File: src/rtl/ahb_pkg.sv
// Shared AHB-Lite encodings, burst-master state type and burst-shape helpers
// used by the burst master and its address generator.
package ahb_pkg;

    localparam logic [1:0] HTRANS_IDLE   = 2'b00;
    localparam logic [1:0] HTRANS_BUSY   = 2'b01;
    localparam logic [1:0] HTRANS_NONSEQ = 2'b10;
    localparam logic [1:0] HTRANS_SEQ    = 2'b11;

    localparam logic [2:0] HBURST_SINGLE = 3'b000;
    localparam logic [2:0] HBURST_INCR   = 3'b001;
    localparam logic [2:0] HBURST_WRAP4  = 3'b010;
    localparam logic [2:0] HBURST_INCR4  = 3'b011;
    localparam logic [2:0] HBURST_WRAP8  = 3'b100;
    localparam logic [2:0] HBURST_INCR8  = 3'b101;
    localparam logic [2:0] HBURST_WRAP16 = 3'b110;
    localparam logic [2:0] HBURST_INCR16 = 3'b111;

    localparam logic [1:0] HRESP_OKAY  = 2'b00;
    localparam logic [1:0] HRESP_ERROR = 2'b01;
    localparam logic [1:0] HRESP_RETRY = 2'b10;
    localparam logic [1:0] HRESP_SPLIT = 2'b11;

    typedef enum logic [2:0] {
        ST_IDLE,
        ST_ADDR,
        ST_BEAT,
        ST_LAST,
        ST_ERR,
        ST_DONE
    } state_e;

    function automatic logic [4:0] burst_beats(input logic [2:0] hburst);
        case (hburst)
            HBURST_WRAP4, HBURST_INCR4:   return 5'd4;
            HBURST_WRAP8, HBURST_INCR8:   return 5'd8;
            HBURST_WRAP16, HBURST_INCR16: return 5'd16;
            default:                      return 5'd1;
        endcase
    endfunction

    // Byte-address bits that wrap for WRAPn bursts; zero means plain increment.
    function automatic logic [9:0] wrap_mask(input logic [2:0] hburst);
        case (hburst)
            HBURST_WRAP4:  return 10'h00f;
            HBURST_WRAP8:  return 10'h01f;
            HBURST_WRAP16: return 10'h03f;
            default:       return 10'h000;
        endcase
    endfunction

endpackage

File: src/rtl/ahb_addr_gen.sv
// Combinational beat-address stepper (incrementing or wrapping) and the
// 1KB-boundary check applied to an incoming INCRn command.
module ahb_addr_gen #(
    parameter int AWIDTH = 20
) (
    input  logic [AWIDTH-1:0] addr,
    input  logic [2:0]        burst,
    output logic [AWIDTH-1:0] next_addr,
    input  logic [AWIDTH-1:0] chk_addr,
    input  logic [2:0]        chk_burst,
    output logic              crosses_1k
);
    import ahb_pkg::*;

    logic [AWIDTH-1:0] incr;
    logic [AWIDTH-1:0] mask;
    logic [AWIDTH-1:0] last_addr;
    logic              is_incrn;

    always_comb begin
        incr      = addr + AWIDTH'(4);
        mask      = AWIDTH'(wrap_mask(burst));
        next_addr = (mask == '0) ? incr : ((addr & ~mask) | (incr & mask));

        last_addr  = chk_addr + AWIDTH'({burst_beats(chk_burst) - 5'd1, 2'b00});
        is_incrn   = (chk_burst == HBURST_INCR4) || (chk_burst == HBURST_INCR8) ||
                     (chk_burst == HBURST_INCR16);
        crosses_1k = is_incrn && (chk_addr[AWIDTH-1:10] != last_addr[AWIDTH-1:10]);
    end

endmodule

File: src/rtl/ahb_burst_master.sv
// AHB-Lite burst master: converts one command into a fixed-length burst,
// pulling write beats from a show-ahead source and streaming read beats out.
module ahb_burst_master #(
    parameter int AWIDTH = 20,
    parameter int DWIDTH = 32
) (
    input  logic              hclk,
    input  logic              hreset,
    input  logic              cmd_valid,
    output logic              cmd_ready,
    input  logic              cmd_write,
    input  logic [AWIDTH-1:0] cmd_addr,
    input  logic [2:0]        cmd_burst,
    input  logic              src_empty,
    input  logic [DWIDTH-1:0] src_data,
    output logic              src_pop,
    output logic              rd_valid,
    output logic [DWIDTH-1:0] rd_data,
    output logic              done,
    output logic              err,
    output logic              hsel,
    output logic [AWIDTH-1:0] haddr,
    output logic [2:0]        hburst,
    output logic [1:0]        htrans,
    output logic              hwrite,
    output logic [DWIDTH-1:0] hwdata,
    input  logic [DWIDTH-1:0] hrdata,
    input  logic              hready,
    input  logic [1:0]        hresp
);
    import ahb_pkg::*;

    state_e            state, state_nxt;
    logic [AWIDTH-1:0] addr_q;
    logic [2:0]        burst_q;
    logic              write_q;
    logic [4:0]        beats_left;
    logic              dphase_q;
    logic              stall_q;
    logic [1:0]        htrans_q;
    logic              err_q;
    logic              rd_valid_q;
    logic [DWIDTH-1:0] rdata_q;
    logic [DWIDTH-1:0] wdata_q;

    logic [AWIDTH-1:0] next_addr;
    logic              crosses_1k;
    logic              accept, reject, resp_err, beat_go, last_beat;

    ahb_addr_gen #(.AWIDTH(AWIDTH)) u_addr_gen (
        .addr       (addr_q),
        .burst      (burst_q),
        .next_addr  (next_addr),
        .chk_addr   (cmd_addr),
        .chk_burst  (cmd_burst),
        .crosses_1k (crosses_1k)
    );

    // NOTE: every signal written in an always_comb gets a default first, otherwise a latch is inferred.
    always_comb begin
        cmd_ready = (state == ST_IDLE) && hreset;
        hsel      = (state == ST_ADDR) || (state == ST_BEAT) || (state == ST_LAST) || (state == ST_ERR);
        resp_err  = dphase_q && (hresp != HRESP_OKAY);
        htrans    = HTRANS_IDLE;
        if (resp_err)
            htrans = HTRANS_IDLE;
        else if (stall_q)
            htrans = htrans_q;   // transfer type frozen while the slave inserts wait states
        else if (state == ST_ADDR)
            htrans = (write_q && src_empty) ? HTRANS_IDLE : HTRANS_NONSEQ;
        else if (state == ST_BEAT)
            htrans = (write_q && src_empty) ? HTRANS_BUSY : HTRANS_SEQ;
        beat_go   = hready && ((htrans == HTRANS_NONSEQ) || (htrans == HTRANS_SEQ));
        last_beat = (beats_left == 5'd1);
        src_pop   = write_q && beat_go;
        accept    = cmd_valid && cmd_ready;
        reject    = (cmd_burst == HBURST_INCR) || (cmd_addr[1:0] != 2'b00) || crosses_1k;
        done      = (state == ST_DONE);
        err       = done && err_q;
    end

    always_comb begin
        state_nxt = state;
        case (state)
            ST_IDLE: if (accept) state_nxt = reject ? ST_DONE : ST_ADDR;
            ST_ADDR: if (beat_go) state_nxt = last_beat ? ST_LAST : ST_BEAT;
            ST_BEAT: begin
                if (resp_err)
                    state_nxt = hready ? ST_DONE : ST_ERR;
                else if (beat_go && last_beat)
                    state_nxt = ST_LAST;
            end
            ST_LAST: begin
                if (resp_err)
                    state_nxt = hready ? ST_DONE : ST_ERR;
                else if (hready)
                    state_nxt = ST_DONE;
            end
            ST_ERR:  if (hready) state_nxt = ST_DONE;
            ST_DONE: state_nxt = ST_IDLE;
            default: state_nxt = ST_IDLE;
        endcase
    end

    // NOTE: sequential state uses non-blocking assignments so every register samples pre-edge values.
    always_ff @(posedge hclk) begin
        if (!hreset)
            state <= ST_IDLE;
        else
            state <= state_nxt;
    end

    always_ff @(posedge hclk) begin
        if (!hreset) begin
            addr_q     <= '0;
            burst_q    <= '0;
            write_q    <= 1'b0;
            beats_left <= '0;
            dphase_q   <= 1'b0;
            stall_q    <= 1'b0;
            htrans_q   <= HTRANS_IDLE;
            err_q      <= 1'b0;
            rd_valid_q <= 1'b0;
            rdata_q    <= '0;
            wdata_q    <= '0;
        end else begin
            rd_valid_q <= 1'b0;
            stall_q    <= !hready && ((state == ST_ADDR) || (state == ST_BEAT));
            htrans_q   <= htrans;
            if (accept) begin
                addr_q     <= cmd_addr;
                burst_q    <= cmd_burst;
                write_q    <= cmd_write;
                beats_left <= burst_beats(cmd_burst);
                err_q      <= reject;
            end
            if (beat_go && !last_beat) begin
                addr_q     <= next_addr;
                beats_left <= beats_left - 5'd1;
            end
            if (resp_err)
                err_q <= 1'b1;
            if (hready)
                dphase_q <= beat_go;
            if (src_pop)
                wdata_q <= src_data;
            if (dphase_q && hready && (hresp == HRESP_OKAY) && !write_q) begin
                rd_valid_q <= 1'b1;
                rdata_q    <= hrdata;
            end
        end
    end

    assign haddr    = addr_q;
    assign hburst   = burst_q;
    assign hwrite   = write_q;
    assign hwdata   = wdata_q;
    assign rd_valid = rd_valid_q;
    assign rd_data  = rdata_q;

endmodule

File: config.mk
export PLATFORM = sky130hd
export DESIGN_NAME = ahb_burst_master
export DESIGN_NICKNAME = d
export VERILOG_FILES = /design/src/rtl/ahb_pkg.sv /design/src/rtl/ahb_addr_gen.sv /design/src/rtl/ahb_burst_master.sv
export SDC_FILE = /design/constraint.sdc
export NUM_CORES = 1
export LEC_CHECK = 0
export ABC_AREA = 1
export CAP_MARGIN = 10
export CORE_AREA = 10 10 138 102
export CTS_CLUSTER_DIAMETER = 150
export DETAILED_ROUTE_END_ITERATION = 6
export DIE_AREA = 0 0 148 112
export HOLD_SLACK_MARGIN = 0.15
export PLACE_DENSITY_LB_ADDON = 0.05
export SLEW_MARGIN = 20
export SYNTH_ARGS = -nofsm -noshare
export SYNTH_HDL_FRONTEND = slang
export SYNTH_SLANG_ARGS = --single-unit
export TNS_END_PERCENT = 30
File: constraint.sdc
create_clock -name hclk -period 1.9 [get_ports hclk]
set_input_delay 0.285 -clock hclk [delete_from_list [all_inputs] [get_ports hclk]]
set_output_delay 0.285 -clock hclk [all_outputs]
set_load 0.05 [all_outputs]
======== Word-level counts from Yosys, hierarchy flattened ========
Index checks and enable logic that the tools add are counted.
storage, ports and cells
  register bits after elaboration ......... 102
  input port bits ......................... 95
  output and inout bits ................... 96
  word-level logic and storage cells ...... 104
cells by class
  add/subtract/negate cells ............... 4
  equal/unequal tests ..................... 22
  mux-type cells .......................... 26
  bitwise gates (word level) .............. 4
  reductions and logical operators ........ 36
operator list
  cell                     count
  $mux W20                 3
  $eq A3 B3 Y1 const B     8
  $mux W3                  7
  $add A20 B3 Y20 const B  1
  $add A20 B7 Y20          1
  $and A20 B20 Y20         1
  $and A20 B6 Y20          1
  $not A6 Y20              1
  $or A20 B20 Y20          1
  $pmux W6 S3              1
  $eq A3 B2 Y1 const B     5
  $pmux W3 S5              1
  $pmux W5 S3              1
  $logic_and A1 B1 Y1      14
  $mux W2                  6
  $logic_not A10 Y1        1
  $mux W5                  2
  $ne A10 B10 Y1           1
  $sub A5 B1 Y5 const B    2
  $logic_or A1 B1 Y1       8
  $reduce_bool A2 Y1       4
  $eq A3 B1 Y1 const B     2
  $reduce_or A2 Y1         3
  $eq A5 B1 Y1 const B     1
  8 further kinds          16

======== Longest topological paths before layout ========
Gate-level depths: netlist of run 1.
  word-level depth ........................ 13
  depth in mapped cells ................... 13
  gate-level depth less buffers ........... 13

======== Cells and area by module ========
A second synthesis of run 1 with hierarchy kept.
unflattened totals
  cell total of the unflattened synthesis .. 755
  area, all modules ....................... 5392.7 µm²
by module, submodules not included
  module            times used  cells an instance  area an instance (µm²)  sequential area each (µm²)
  ahb_burst_master  1           611                4675.7                  2042.0
  ahb_addr_gen      1           144                716.9                   0.0

======== Worst setup path after synthesis of run 1 ========
No wires, ideal clock.
  path kind ............................... reg2out
  start ................................... reg state[0]
  end ..................................... out err
  data arrival time ....................... 2.102 ns
  required time ........................... 1.615 ns
  slack ................................... -0.487 ns
  cell stages (with the launch flop) ...... 4
  path buffers ............................ 0
  cells stage by stage .................... dfxtp_1 inv_2 nor3_1 and2_1
on the way
  cells in the longest elaborated chain, start to end .. 2
RTL lines
  what                      RTL line                 text
  start: declaration        ahb_burst_master.sv:33   state_e state, state_nxt;
  start signal: assignment  ahb_burst_master.sv:110  state <= state_nxt;
  $eq A3 B3 Y1              ahb_burst_master.sv:78   done = (state == ST_DONE);
  via done                  ahb_burst_master.sv:19   output logic done,
  $logic_and A1 B1 Y1       ahb_burst_master.sv:79   err = done && err_q;
  end: declaration          ahb_burst_master.sv:20   output logic err,
The timed path passes the listed nets, and every way through them passes these cells.

======== Worst setup path in the final report of run 1 ========
  start ................................... in hresp[1]
  end ..................................... out htrans[0]
on the way
  cells in the longest elaborated chain, start to end .. 3
RTL lines
  what                 RTL line                text
  start: declaration   ahb_burst_master.sv:29  input logic [1:0] hresp
  $reduce_bool A2 Y1   ahb_burst_master.sv:63  resp_err = dphase_q && (hresp != HRESP_OKAY);
  $logic_and A1 B1 Y1  ahb_burst_master.sv:63
  $mux W2              ahb_burst_master.sv:65  if (resp_err)
  end: declaration     ahb_burst_master.sv:24  output logic [1:0] htrans,
No other way between the ends.

==> results of run 1 <==
==> tightest hold or removal path: stages, from the launching register on <==
cell     delay, ns
dfxtp_1       0.31
nand2_1       0.06
a21oi_1       0.05
==> what timing repair did <==
| item | in CTS | in global routing |
|---|---|---|
| pin swaps | 3 | 4 |
| setup buffers | 5 | 1 |
| gates resized for setup | 8 | 19 |
| setup endpoints to repair | 3 | 26 |
==> cells in the mapped netlist (5+ instances only) <==
| master | n | area share [%] |
|---|---|---|
| a21oi_1 | 49 | 5.0 |
| buf_2 | 7 | 0.71 |
| buf_4 | 5 | 0.76 |
| clkbuf_1 | 16 | 1.2 |
| dfxtp_1 | 102 | 41 |
| ha_1 | 7 | 1.8 |
| inv_1 | 59 | 4.5 |
| nand2_1 | 202 | 15 |
| nand3_1 | 32 | 3.2 |
| nor2_1 | 143 | 11 |
| nor3_1 | 7 | 0.71 |
| o21ai_0 | 57 | 5.8 |
| xor2_1 | 5 | 0.89 |
==> kinds of logic (layout without fill, tap and decap cells) <==
kind of cell | count (synthesis) | count (layout) | share of synthesized area (%)
other | 1 | 1 | 0.0760
buffers and inverters | 95 | 319 | 8.13
AO/OA/AOI/OAI | 115 | 115 | 12.1
XOR/XNOR | 8 | 8 | 1.42
AND/OR/NAND/NOR | 407 | 407 | 35.1
flip-flops | 102 | 102 | 41.4
adder cells (fa/ha/maj) | 7 | 7 | 1.77
==> stage by stage <==
| step | cell area [µm²] | hold slack, ns |
|---|---|---|
| 2_1_floorplan | 4950 | 0.398 |
| 3_3_place_gp | 7280 | 0.451 |
| 3_5_place_dp | 7280 | 0.454 |
| 4_1_cts | 7640 | 0.465 |
| 5_1_grt | 7700 | 0.480 |
| 6_report | 7700 | 0.463 |
==> placed cells by master, fill, tap and decap left out, drive strengths merged, types with 7 or more instances in the layout <==
cell type / synthesis / final
nor3: 7 / 7
nor2: 146 / 146
clkbuf: 16 / 13
buf: 14 / 77
nand3: 34 / 34
inv: 64 / 64
ha: 7 / 7
dfxtp: 102 / 102
clkdlybuf4s50: 0 / 157
o21ai: 58 / 58
nand2: 209 / 209
a21oi: 49 / 49
==> final timing paths <==
path / start / end / slack, ns
max: hresp[1] / htrans[0] / 0.04
min reg2reg: hwdata[26]$_SDFFE_PN0P_ / hwdata[26]$_SDFFE_PN0P_ / 0.46
max reg2reg: state[2]$_SDFFE_PN0P_ / haddr[9]$_SDFFE_PN0P_ / 0.15
min: hwdata[26]$_SDFFE_PN0P_ / hwdata[26]$_SDFFE_PN0P_ / 0.46
==> state kept, by name (all words and copies together), names as in the netlist, 2 cells and up, named ones only <==
register	cells
hburst	3
haddr	18
rd_data	32
htrans_q	2
hwdata	32
beats_left	5
state	3
==> layer usage <==
layer  up-vias  track usage, %  share of wire (%)
met2       163            30.6                 45
met1      2410            23.6                 44
met3        11            9.30                9.7
met5         -               0                  0
li1       2758               -                  -
met4         0            3.95               0.82
==> final cells by class <==
type	count	area (µm²)	share of cell area, %
well taps	157	196	2.55
flip-flops and latches	102	2050	26.6
repair buffers	238	2340	30.3
clock buffers	12	246	3.20
clock inverters	4	56.3	0.731
multi-input cells	538	2570	33.3
inverters	65	249	3.23
==> power breakdown <==
| part | total [µW] | leakage (µW) | switching, µW | internal, µW |
|---|---|---|---|---|
| clock network | 1880 | 0.000147 | 811 | 1070 |
| registers | 2780 | 0.000829 | 325 | 2460 |
| logic | 4510 | 0.00242 | 2790 | 1720 |
==> metrics.txt, run 1 <==
# TYPE chip_impl_metric gauge
chip_impl_metric{name="finalWorstPathRequiredPeriod",unit="ns"} 1.86
chip_impl_metric{name="post_synth.cell_area_avg",unit="µm²"} 6.72
chip_impl_metric{name="global_route.usage.total",unit="%"} 19.4
chip_impl_metric{name="detailedRoute.firstIterationViolations",unit=""} 304
chip_impl_metric{name="finalSetupViolations",unit=""} 0
chip_impl_metric{name="synthesis.yosys.warnings",unit=""} 0
chip_impl_metric{name="report.power.total",unit="µW"} 9180
chip_impl_metric{name="clk_path_buf_depth",unit=""} 2
chip_impl_info{name="worst_path_most_repeated_cell",value="nor2_2"} 1
chip_impl_metric{name="finish.cell_count_without_fillers",unit=""} 1116
chip_impl_metric{name="syn_area",unit="mm²"} 0.00494
chip_impl_metric{name="maxCapViolCount",unit=""} 0
chip_impl_metric{name="power-per-cell-area",unit="mW/mm²"} 1190
chip_impl_info{name="criticalPathCategory",value="in2out"} 1
chip_impl_metric{name="cp_num_buf_inv",unit=""} 4
chip_impl_metric{name="timing.final.ws_setup",unit="ns"} 0.0358
chip_impl_metric{name="floorplan.core_area",unit="mm²"} 0.0115
chip_impl_metric{name="fin_worst_skew",unit="ns"} 0.00710
chip_impl_metric{name="required_time_at_the_endpoint_of_the_critical_path",unit="ns"} 1.62
chip_impl_metric{name="vias_per_cell",unit=""} 4.79
chip_impl_metric{name="synth_nets",unit=""} 837
chip_impl_metric{name="n_fill_cell",unit=""} 1022
chip_impl_metric{name="dp_slack",unit="ns"} -0.209
chip_impl_metric{name="post_route_cells_drive_above_1_share",unit="%"} 13.5
chip_impl_metric{name="floorplan.die_area",unit="mm²"} 0.0166
chip_impl_metric{name="grt_max_degree",unit=""} 58
chip_impl_metric{name="synth_async_sr_flop_share",unit="%"} 0
chip_impl_metric{name="count_of_flip_flops_with_a_built_in_enable_after_synthesis",unit=""} 0
chip_impl_metric{name="number_of_levels_the_h_tree_was_split_into",unit=""} 3
chip_impl_info{name="crit_path_start_kind",value="primary input"} 1
chip_impl_metric{name="critical_path_depth",unit=""} 8
chip_impl_metric{name="max_slew_margin",unit="%"} 62.1
chip_impl_metric{name="areaGrowthSynthToFinish",unit="%"} 56.0
chip_impl_metric{name="crit_path_max_incr_delay",unit="ns"} 0.42
chip_impl_info{name="crit_family",value="buffers and inverters"} 1
chip_impl_metric{name="io_pins",unit=""} 191
chip_impl_info{name="cp_cell_sequence",value="clkdlybuf4s50_1 > nor2_2 > nor2_2 > buf_4 > inv_2 > o21ai_2 > a21oi_2 > clkbuf_16"} 1
chip_impl_metric{name="detailedRoute.firstPassIterationCount",unit=""} 5
chip_impl_metric{name="drc",unit=""} 0
chip_impl_metric{name="global_route.overflow_total",unit=""} 0
chip_impl_metric{name="synth-seq-area-share",unit="%"} 41.4
chip_impl_metric{name="final_antenna_net_count",unit=""} 0
chip_impl_metric{name="grt_pass1_vias",unit=""} 5253
chip_impl_metric{name="grt_first_pass_wirelength",unit="µm"} 26700
chip_impl_metric{name="finalNetCount",unit=""} 1056
chip_impl_info{name="synth_flop_cell",value="dfxtp_1"} 1
chip_impl_metric{name="whs_path_cells",unit=""} 2
chip_impl_metric{name="cts_inserted_buffers",unit=""} 9
chip_impl_metric{name="tightestPinTransition",unit="ns"} 0.568
chip_impl_metric{name="dpl.cell_count",unit=""} 1094
chip_impl_metric{name="row_count",unit=""} 33
chip_impl_metric{name="setup-tns-final",unit="ns"} 0
chip_impl_info{name="timing.critical_path.slowest_stage_cell",value="clkdlybuf4s50_1"} 1
chip_impl_metric{name="die_x",unit="µm"} 148
chip_impl_metric{name="synth.distinct_cells",unit=""} 39
chip_impl_metric{name="final_max_slew_viol_count",unit=""} 0
chip_impl_metric{name="floorplan.initialDensity",unit="%"} 43.0
chip_impl_metric{name="initial_antenna_violation_count",unit=""} 1
chip_impl_metric{name="die_h",unit="µm"} 112
chip_impl_info{name="root_buffer",value="clkbuf_16"} 1
chip_impl_metric{name="yosys_register_bits",unit=""} 102
chip_impl_metric{name="worst_setup_hold_path_clk_slew",unit="ns"} 0.07
chip_impl_info{name="cts_tree",value="yes"} 1
chip_impl_metric{name="vias_post_dr",unit=""} 5342
chip_impl_metric{name="count_of_cells_along_the_worst_register_to_register_path",unit=""} 13
chip_impl_metric{name="place.gp.congestion",unit=""} 0.909
chip_impl_info{name="hold_class",value="reg2reg"} 1
chip_impl_metric{name="peak_clock_frequency_supported_by_timing",unit="GHz"} 0.536
chip_impl_metric{name="post_drt_wl_per_cell",unit="µm"} 14.9
chip_impl_metric{name="clock_sinks",unit=""} 102
chip_impl_metric{name="final_util",unit="%"} 67.1
chip_impl_info{name="outcome",value="finished, final reports clean"} 1
chip_impl_metric{name="largest_fanout_on_the_critical_path",unit=""} 6
chip_impl_metric{name="vdd_ir_drop_max",unit="mV"} 0.645
chip_impl_metric{name="antenna_cells",unit=""} 0
chip_impl_metric{name="syn-instance-count",unit=""} 735
chip_impl_metric{name="hpwl",unit="µm"} 12500
chip_impl_metric{name="final_min_period_over_clock_period",unit="%"} 98.1
chip_impl_info{name="critical_path.endpoint_type",value="output port"} 1
chip_impl_metric{name="cts_hold_buffers",unit=""} 0
chip_impl_metric{name="placement.io_buffers",unit=""} 190
chip_impl_info{name="rsz0062_at_grt",value="yes"} 1
chip_impl_metric{name="leakagePower",unit="µW"} 0.00339
chip_impl_metric{name="hold_viol_final",unit=""} 0
chip_impl_metric{name="clock_insertion_delay_worst_skew",unit="ns"} 0.34
chip_impl_metric{name="cp_data_arrival_time",unit="ns"} 1.58
chip_impl_metric{name="wirelength",unit="µm"} 16700
Note: power is estimated with default switching activity, not from simulation.
==> run 2: changes to the inputs <==
--- a/config.mk
+++ b/config.mk
@@ -6,13 +6,15 @@
 export NUM_CORES = 1
 export LEC_CHECK = 0
 export ABC_AREA = 1
-export CAP_MARGIN = 10
-export CORE_AREA = 10 10 138 102
+export CELL_PAD_IN_SITES_DETAIL_PLACEMENT = 0
+export CELL_PAD_IN_SITES_GLOBAL_PLACEMENT = 1
+export CORE_AREA = 10 10 165 121
 export CTS_CLUSTER_DIAMETER = 150
 export DETAILED_ROUTE_END_ITERATION = 6
-export DIE_AREA = 0 0 148 112
+export DIE_AREA = 0 0 175 131
 export HOLD_SLACK_MARGIN = 0.15
 export PLACE_DENSITY_LB_ADDON = 0.05
+export SKIP_LAST_GASP = 1
 export SLEW_MARGIN = 20
 export SYNTH_ARGS = -nofsm -noshare
 export SYNTH_HDL_FRONTEND = slang
==> metrics.txt, run 2 (synthesis gave the netlist of run 1 again) <==
# TYPE chip_impl_metric gauge
chip_impl_info{name="outcome",value="finished, final reports clean"} 1
chip_impl_metric{name="post_drt_wl_per_cell",unit="µm"} 15.4
chip_impl_metric{name="floorplan.die_area",unit="mm²"} 0.0229
chip_impl_info{name="commonest_non_fill_non_tap_cell_in_the_layout",value="nand2_1"} 1
chip_impl_metric{name="hpwl",unit="µm"} 13900
chip_impl_metric{name="drc",unit=""} 0
chip_impl_metric{name="seq_power_share",unit="%"} 30.3
chip_impl_metric{name="final_antenna_net_count",unit=""} 0
chip_impl_metric{name="max_slew_margin",unit="%"} 61.7
chip_impl_metric{name="grt_pass1_vias",unit=""} 5409
chip_impl_metric{name="detailedRoute.firstIterationViolations",unit=""} 273
chip_impl_metric{name="required_time_at_the_endpoint_of_the_critical_path",unit="ns"} 1.62
chip_impl_metric{name="vias_post_dr",unit=""} 5400
chip_impl_metric{name="final_max_slew_viol_count",unit=""} 0
chip_impl_metric{name="finalSetupViolations",unit=""} 0
chip_impl_info{name="root_buffer",value="clkbuf_16"} 1
chip_impl_metric{name="internal_power",unit="µW"} 5180
chip_impl_info{name="rsz0062_at_grt",value="yes"} 1
chip_impl_metric{name="worst_setup_hold_path_clk_slew",unit="ns"} 0.07
chip_impl_metric{name="cts_hold_buffers",unit=""} 0
chip_impl_metric{name="power-per-cell-area",unit="mW/mm²"} 1150
chip_impl_metric{name="antenna_cells",unit=""} 0
chip_impl_metric{name="timing.final.ws_setup",unit="ns"} 0.0239
chip_impl_metric{name="cts_inserted_buffers",unit=""} 9
chip_impl_metric{name="clock_power_share",unit="%"} 19.6
chip_impl_metric{name="seq_area",unit="mm²"} 0.00205
chip_impl_metric{name="initial_antenna_violation_count",unit=""} 2
chip_impl_info{name="final_cell_mix",value="199 x nand2_1, 156 x clkdlybuf4s50_1, 119 x nor2_1"} 1
chip_impl_metric{name="finalWorstPathRequiredPeriod",unit="ns"} 1.88
chip_impl_metric{name="tightestPinTransition",unit="ns"} 0.572
chip_impl_metric{name="clock_insertion_delay_worst_skew",unit="ns"} 0.36
chip_impl_metric{name="grt_max_degree",unit=""} 58
chip_impl_metric{name="floorplan.initialDensity",unit="%"} 29.4
chip_impl_info{name="critical_path.endpoint_type",value="output port"} 1
chip_impl_metric{name="post_route_cells_drive_above_1_share",unit="%"} 17.5
chip_impl_metric{name="placement.io_buffers",unit=""} 190
chip_impl_metric{name="hold_viol_final",unit=""} 0
chip_impl_metric{name="leakagePower",unit="µW"} 0.00348
chip_impl_metric{name="switching_power",unit="µW"} 4040
chip_impl_metric{name="clk_path_buf_depth",unit=""} 2
chip_impl_metric{name="multi_input_area",unit="mm²"} 0.00259
chip_impl_metric{name="die_x",unit="µm"} 175
chip_impl_metric{name="n_fill_cell",unit=""} 1695
chip_impl_metric{name="switching_share",unit="%"} 43.8
chip_impl_metric{name="setup-tns-final",unit="ns"} 0
chip_impl_metric{name="vias_per_cell",unit=""} 4.47
chip_impl_info{name="crit_path_start_kind",value="register"} 1
chip_impl_metric{name="floorplan.core_area",unit="mm²"} 0.0168
chip_impl_metric{name="dp_slack",unit="ns"} -0.258
chip_impl_metric{name="number_of_levels_the_h_tree_was_split_into",unit=""} 3
chip_impl_metric{name="place.gp.congestion",unit=""} 0.859
chip_impl_metric{name="clock_sinks",unit=""} 102
chip_impl_metric{name="wirelength",unit="µm"} 18600
chip_impl_metric{name="final_min_period_over_clock_period",unit="%"} 98.7
chip_impl_metric{name="detailedRoute.firstPassIterationCount",unit=""} 5
chip_impl_metric{name="areaGrowthSynthToFinish",unit="%"} 62.4
chip_impl_metric{name="fin_worst_skew",unit="ns"} 0.0134
chip_impl_metric{name="vdd_ir_drop_max",unit="mV"} 0.461
chip_impl_metric{name="peak_clock_frequency_supported_by_timing",unit="GHz"} 0.533
chip_impl_metric{name="row_count",unit=""} 40
chip_impl_metric{name="die_h",unit="µm"} 131
chip_impl_metric{name="global_route.overflow_total",unit=""} 0
chip_impl_metric{name="finalNetCount",unit=""} 1076
chip_impl_metric{name="io_pins",unit=""} 191
chip_impl_metric{name="grt_first_pass_wirelength",unit="µm"} 29000
chip_impl_metric{name="largest_fanout_on_the_critical_path",unit=""} 5
chip_impl_info{name="cts_tree",value="yes"} 1
chip_impl_metric{name="maxCapViolCount",unit=""} 0
chip_impl_info{name="hold_class",value="reg2reg"} 1
chip_impl_metric{name="timing.hold.ws",unit="ns"} 0.465
chip_impl_metric{name="cp_data_arrival_time",unit="ns"} 1.59
chip_impl_info{name="criticalPathCategory",value="reg2out"} 1
chip_impl_metric{name="global_route.usage.total",unit="%"} 15.8
chip_impl_metric{name="comb_power_share",unit="%"} 50.1
run 2: cell types whose count changed in the layout (fill, tap and decap cells not counted), sizes merged, moves of 2 or more:
cell and change:
buf +22, clkbuf -3, dlygate4sd2 +2, dlymetal6s2s -3
inv +4
run 2: final timing paths:
path / startpoint / to / slack, ns / depth (start not counted)
max: state[2]$_SDFFE_PN0P_ / hsel / 0.02 / 5
min: hwdata[23]$_SDFFE_PN0P_ / hwdata[23]$_SDFFE_PN0P_ / 0.46 / 2
max reg2reg: state[1]$_SDFFE_PN0P_ / state[1]$_SDFFE_PN0P_ / 0.10 / 9
min reg2reg: hwdata[23]$_SDFFE_PN0P_ / hwdata[23]$_SDFFE_PN0P_ / 0.46 / 2
run 2: what timing repair did:
item / CTS / global route
pin swaps: 4 / 3
buffers inserted: 15 / 7
gates resized for setup: 37 / 10
setup endpoints to repair: 3 / 56
cloned: 3 / 0
run 2: per-stage QoR:
stage	util (%)	instance area (µm²)	cells	total power (µW)
2_1_floorplan	-	4950	735	5530
3_3_place_gp	44.0	7390	1170	7240
3_5_place_dp	44.0	7390	1170	7250
4_1_cts	47.2	7940	1202	9200
5_1_grt	47.7	8020	1209	9830
6_report	47.7	8020	1209	9210
run 2: layout make-up:
cell class                 count  area share [%]
multi-input combinational    538            32.3
timing repair buffer         258            32.0
sequential                   102            25.6
tap                          231            3.60
inverter                      65            3.10
clock buffer                   9            2.81
clock inverter                 6           0.640
run 2: critical path, cell delays in order, from the launching register on:
cell,delay (ns)
dfxtp_1,0.32
inv_2,0.11
buf_4,0.13
nand2_2,0.07
o211ai_1,0.36
clkbuf_16,0.25
run 2: routing by layer:
layer | vias up | track usage, % | wire, µm
met3 | 16 | 7.77 | 1960
li1 | 2798 | - | -
met4 | 2 | 3.58 | 206
met2 | 150 | 24.3 | 8140
met5 | - | 0 | 8
met1 | 2434 | 19.7 | 8250
run 2: power groups by stage:
stage	logic [µW]	registers, µW	clock network, µW
final	4610	2790	1810
after global routing	5020	2850	1960
after CTS	4550	2780	1870
after detailed placement	4420	2820	0
after global placement	4420	2820	0
after floorplan	1980	3550	0
